<file path="config.mk">
export PLATFORM = sky130hd
export DESIGN_NAME = midi_msg_decoder
export DESIGN_NICKNAME = d
export VERILOG_FILES = /design/src/rtl/midi_msg_decoder.sv
export SDC_FILE = /design/constraint.sdc
export NUM_CORES = 1
export LEC_CHECK = 0
export ABC_AREA = 1
export CORE_AREA = 2 2 163 165
export DETAILED_ROUTE_END_ITERATION = 12
export DIE_AREA = 0 0 165 167
export PLACE_DENSITY = 0.48
export SYNTH_ARGS = -nofsm -noshare
export SYNTH_HDL_FRONTEND = slang
export SYNTH_SLANG_ARGS = --single-unit
</file>
<file path="constraint.sdc">
create_clock -name clk -period 3.58 [get_ports clk]
set_input_delay 0.895 -clock clk [delete_from_list [all_inputs] [get_ports clk]]
set_output_delay 0.895 -clock clk [all_outputs]
set_load 0.005 [all_outputs]
</file>
<file path="src/rtl/midi_msg_decoder.sv">
// midi_msg_decoder: MIDI byte stream -> queued channel-voice messages.
// Latency: final data byte sampled at edge N appears on m_valid/m_* after edge N.
// Backpressure: m_ready stalls the FIFO head; completed messages arriving while
//   the FIFO is full (and not popping) are dropped and counted in drop_cnt.
// Ports: clk/rst (sync, active-high); valid_byte/data byte input;
//   m_valid/m_ready/m_type/m_channel/m_data1/m_data2 message output;
//   fifo_count occupancy; rst_cmd one-cycle pulse after 8'hFF; drop_cnt.
// Optional macro MIDI_RUNNING_STATUS_EN: keep the status after a completed
//   message so further data bytes start a new message with it.

// Generic first-word fall-through FIFO; head read combinationally.
module midi_msg_fifo #(
   parameter int W     = 8,
   parameter int DEPTH = 8
) (
   input  logic                     clk,
   input  logic                     rst,
   input  logic                     wr_vld,
   output logic                     wr_rdy,
   input  logic [W-1:0]             wr_dat,
   output logic                     rd_vld,
   input  logic                     rd_rdy,
   output logic [W-1:0]             rd_dat,
   output logic [$clog2(DEPTH):0]   count
);
   localparam int AW = $clog2(DEPTH);
   localparam logic [AW:0] DEPTH_C = DEPTH[AW:0];

   logic [W-1:0]  mem [DEPTH];
   logic [AW-1:0] wr_ptr;
   logic [AW-1:0] rd_ptr;
   logic          push;
   logic          pop;

   assign rd_vld = (count != '0);
   assign pop    = rd_vld && rd_rdy;
   // A pop in the same cycle frees a slot, so a full FIFO still accepts.
   assign wr_rdy = (count != DEPTH_C) || pop;
   assign push   = wr_vld && wr_rdy;
   // Head forced to zero while empty so the output fields read 0 after reset.
   assign rd_dat = rd_vld ? mem[rd_ptr] : '0;

   always_ff @(posedge clk) begin
      if (push) mem[wr_ptr] <= wr_dat;
   end

   always_ff @(posedge clk) begin
      if (rst) begin
         wr_ptr <= '0;
         rd_ptr <= '0;
         count  <= '0;
      end else begin
         if (push) wr_ptr <= wr_ptr + 1'b1;
         if (pop)  rd_ptr <= rd_ptr + 1'b1;
         if (push && !pop)      count <= count + 1'b1;
         else if (pop && !push) count <= count - 1'b1;
      end
   end
endmodule

module midi_msg_decoder #(
   parameter int          DEPTH   = 8,
   parameter logic [15:0] CH_MASK = 16'hFFFF,
   parameter int          CNT_W   = 8
) (
   input  logic                     clk,
   input  logic                     rst,
   input  logic                     valid_byte,
   input  logic [7:0]               data,
   output logic                     m_valid,
   input  logic                     m_ready,
   output logic [2:0]               m_type,
   output logic [3:0]               m_channel,
   output logic [6:0]               m_data1,
   output logic [6:0]               m_data2,
   output logic [$clog2(DEPTH):0]   fifo_count,
   output logic                     rst_cmd,
   output logic [CNT_W-1:0]         drop_cnt
);
   typedef enum logic [2:0] {IDLE, D1, D2, SYSEX, SKIP} state_t;

`ifdef MIDI_RUNNING_STATUS_EN
   localparam state_t AFTER_MSG = D1;
`else
   localparam state_t AFTER_MSG = IDLE;
`endif

   state_t     state;
   logic [7:0] status;     // current / running status byte, 0 when cleared
   logic [6:0] d1_q;
   logic [1:0] skip_cnt;

   logic        is_rt;
   logic        is_status;
   logic        is_data;
   logic        two_byte;
   logic        msg_done;
   logic [20:0] msg_dat;
   logic [20:0] head_dat;
   logic        fifo_rdy;
   logic        accept;

   assign is_rt     = valid_byte && (data >= 8'hF8);
   assign is_status = valid_byte && data[7] && !is_rt;
   assign is_data   = valid_byte && !data[7];
   // Cx (program change) and Dx (channel pressure) carry one data byte.
   assign two_byte  = (status[6:4] != 3'b100) && (status[6:4] != 3'b101);

   assign msg_done = is_data && (((state == D1) && !two_byte) || (state == D2));
   assign msg_dat  = {status[6:4], status[3:0],
                      (state == D1) ? data[6:0] : d1_q,
                      (state == D2) ? data[6:0] : 7'd0};
   assign accept   = msg_done && CH_MASK[status[3:0]];

   midi_msg_fifo #(.W(21), .DEPTH(DEPTH)) u_fifo (
      .clk    (clk),
      .rst    (rst),
      .wr_vld (accept),
      .wr_rdy (fifo_rdy),
      .wr_dat (msg_dat),
      .rd_vld (m_valid),
      .rd_rdy (m_ready),
      .rd_dat (head_dat),
      .count  (fifo_count)
   );

   assign {m_type, m_channel, m_data1, m_data2} = head_dat;

   always_ff @(posedge clk) begin
      if (rst) begin
         state    <= IDLE;
         status   <= 8'h00;
         d1_q     <= 7'd0;
         skip_cnt <= 2'd0;
         rst_cmd  <= 1'b0;
         drop_cnt <= '0;
      end else begin
         rst_cmd <= valid_byte && (data == 8'hFF);

         if (accept && !fifo_rdy && (drop_cnt != {CNT_W{1'b1}}))
            drop_cnt <= drop_cnt + 1'b1;

         // Real-time bytes fall through untouched: no state or status change.
         if (is_status) begin
            if ((state == SYSEX) && (data == 8'hF7)) begin
               status <= 8'h00;
               state  <= IDLE;
            end else if (data[7:4] != 4'hF) begin
               // Channel status from any state abandons a partial message.
               status <= data;
               state  <= D1;
            end else begin
               status <= 8'h00;
               case (data[3:0])
                  4'h0: state <= SYSEX;
                  4'h1, 4'h3: begin
                     state    <= SKIP;
                     skip_cnt <= 2'd1;
                  end
                  4'h2: begin
                     state    <= SKIP;
                     skip_cnt <= 2'd2;
                  end
                  default: state <= IDLE;
               endcase
            end
         end else if (is_data) begin
            case (state)
               D1: begin
                  if (two_byte) begin
                     d1_q  <= data[6:0];
                     state <= D2;
                  end else begin
                     state <= AFTER_MSG;
                  end
               end
               D2:    state  <= AFTER_MSG;
               SYSEX: status <= 8'h00;
               SKIP: begin
                  if (skip_cnt <= 2'd1) state <= IDLE;
                  skip_cnt <= skip_cnt - 1'b1;
               end
               default: ;
            endcase
         end
      end
   end
endmodule

</file>
==> flow_summary_export.csv <==
group,metric,value,unit
die,ios,47,
clock_network,clock_latency,0.51,ns
clock_network,cts_buffer_depth,3,
critical_path,cp-start-kind,"flip-flop",
power,vdd.ir_drop.worst,0.3109,mV
detailed_routing,first_pass_iters,5,
detailed_routing,route.detailed.drc,0,
timing,maxSlewViolCount,0,
timing,setup_viol,0,
final_layout,drive_above_1_share,10.43,%
final_layout,diodes,0,
timing,rsz0062_at_grt,"no",
critical_path,worstPathArrival,2.41,ns
timing,period_needed,3.308,ns
timing,finalHoldViolations,0,
grt,gr-total-overflow,0,
critical_path,endpoint_kind,"output pin",
clock_network,clock_sinks,209,
power,p_leak,0.003753,uW
yosys,ys_seq_area_share,66.04,%
yosys,ys_types,31,
timing,slew_headroom,46.70,%
clock_network,cts_tree,"built",
clock_network,htreeDepth,1,
clock_network,post_cts_buffers,0,
yosys,ys_warn_count,0,
run_status,status,"finished clean",
placement,dp_hpwl,12330,um
die,start_util,34.48,%
timing,clock.fmax,302.3,MHz
timing,fin_setup_tns,0,ns
timing,tightest_slew,0.7911,ns
yosys,synth_top_cell_area_share,56.80,%
detailed_routing,first_iter_violations,411,
clock_network,cts-root-buf,"clkbuf_16",
placement,port_buffers,46,
grt,antenna_found_initial,1,
power,p_per_area,688.0,nW/um2
yosys,synth_cells,846,
placement,place.gp.congestion,0.7657,
critical_path,worstPathMaxFanout,23,
clock_network,hold_buffers,0,
timing,layout_setup_ws,0.2717,ns
yosys,syn_nets,866,
min_path,min-delay-path-class,"reg2reg",
grt,grt_pass1_wl,34040,um
grt,grt_util_all_layers,16.04,%
flow_run,drv_cap,0,
grt,top_usage_layer,"met2",
detailed_routing,vias_per_cell,4.849,
detailed_routing,detail-route-antenna-nets,0,
final_layout,finalNetCount,922,
yosys,synth_top_area_cell,"edfxtp_1",
detailed_routing,wirelength,21600,um
yosys,netlist_area,8882,um2
critical_path,crit_type,"reg2out",
yosys,avgSynthCellArea,10.50,um2
critical_path,worst_ep_required_time,2.68,ns
die,die_w,165,um
timing,fin_skew,0.01135,ns
grt,grt_pass1_vias,5929,
grt,grt_util_met2,26.67,%
grt,grt_max_degree,85,
detailed_routing,vias,6086,
yosys,synth_area_leaders,"edfxtp_1, dfxtp_1, nor2_1, o21ai_0, nand2_1",
die,coreArea,25760,um2
timing,period_share,92.41,%
clock_network,path_clk_slew,0.05,ns
die,die-area,27560,um2
grt,grtUsageMet3,2.142,%
die,die_y,167,um
die,rows,59,
yosys,ys_seq_elements,209,
placement,pre_cts_ws,0.3099,ns
clock_network,cts_buffers,24,
detailed_routing,wl_per_cell,17.21,um
final_layout,area_growth,19.41,%
grt,met1_usage,22.28,%
-- kinds of logic (layout without fill, tap and decap cells) --
family	after synthesis	after routing	share of synthesized area, %
compound gates	205	205	11.55
xor+xnor	7	7	0.6903
fa+ha+maj	8	8	1.211
buf+inv	87	161	4.522
flops	209	209	66.04
simple gates	330	330	15.99
-- cell usage after synthesis, drive strengths merged --
cell type and number:
dfxtp 41, buf 20, edfxtp 168, nand3b 2
fa 1, xor2 5, a21oi 31, nor3 7
clkbuf 20, o21ai 174, ha 7, nand3 39
nand4 3, nor2 212, xnor2 2, inv 47
nand2 67
-- stage by stage --
stage,utilization [%],std cells,cell area [um2],hold WS (ns),power (uW)
final,41.17,1255,10610,0.4626,7297
after global routing,41.17,1255,10610,0.4884,7748
after floorplan,-,846,8882,0.4334,3984
after CTS,41.16,1255,10600,0.4685,7409
after detailed placement,38.02,1211,9794,0.4612,4922
after global placement,38.02,1211,9794,0.4523,4923
-- path summary, 6_finish.rpt --
kind / startpoint / endpoint / slack (ns) / depth (start not counted)
worst min-delay path: u_fifo.rd_ptr[2]$_SDFFE_PP0P_ / u_fifo.rd_ptr[2]$_SDFFE_PP0P_ / 0.46 / 2
worst max register to register: status[6]$_SDFFE_PP0P_ / u_fifo.count[3]$_SDFFE_PP0P_ / 1.16 / 14
worst max-delay path: u_fifo.count[0]$_SDFFE_PP0P_ / m_type[2] / 0.27 / 6
worst min register to register: u_fifo.rd_ptr[2]$_SDFFE_PP0P_ / u_fifo.rd_ptr[2]$_SDFFE_PP0P_ / 0.46 / 2
-- cells in the final DEF, fill, tap and decap left out, types with 2 or more instances in the layout --
cell and instances:
clkbuf_1 7, nand3b_1 2, nor2_1 205, nand3_4 2, inv_1 35, edfxtp_1 168, dfxtp_1 39, nand3_1 36
a21oi_1 31, o21ai_0 143, inv_2 11, buf_12 4, clkdlybuf4s50_1 46, nand2_1 61, nor2_4 2, clkbuf_16 25
xnor2_1 2, clkbuf_4 4, buf_4 20, nor2_2 5, nor3_1 2, bufinv_16 2, nor3_2 4, xor2_1 5
o21ai_1 31, nand2_4 5, clkbuf_8 4, ha_1 7, nand4_1 3
-- where the power goes --
part	switching, uW	internal, uW	leakage [uW]	total [uW]
clock network	928	1540	0.000396	2470
logic	1180	876	0.00147	2060
registers	81.2	2690	0.00188	2770
-- sequential cells by signal, summed over array words and instances (netlist names), named ones only --
register	flops
rst_cmd	1
skip_cnt	2
u_fifo.rd_ptr	3
status	7
drop_cnt	8
u_fifo.mem	168
u_fifo.wr_ptr	3
u_fifo.count	4
d1_q	7
state	3
-- routing by layer --
metal | up-vias | wire length [um]
met5 | - | 0
met4 | 0 | 346
met3 | 26 | 740
met2 | 83 | 10170
met1 | 2941 | 10350
li1 | 3036 | -
-- final cells by class --
class	instances	area (um2)
timing repair buffer	70	690.7
fill	2466	15160
clock buffer	40	737.0
tap	335	419.2
clock inverter	4	72.57
inverter	47	181.4
sequential	209	5871
multi-input combinational	550	2635
-- critical path, stage by stage, from the launching register on --
cell	delay (ns)
dfxtp_1	0.45
nor2_1	0.11
nand2_1	0.06
buf_4	0.31
o21ai_0	0.14
nor2_1	0.24
clkdlybuf4s50_1	0.57
-- repair_timing --
action                                 4_1_cts  5_1_grt
setup endpoints to repair                    0        1
endpoints found under the hold margin        0        0
gates resized for setup                      0        1
Power figures use the tool's default switching activity.
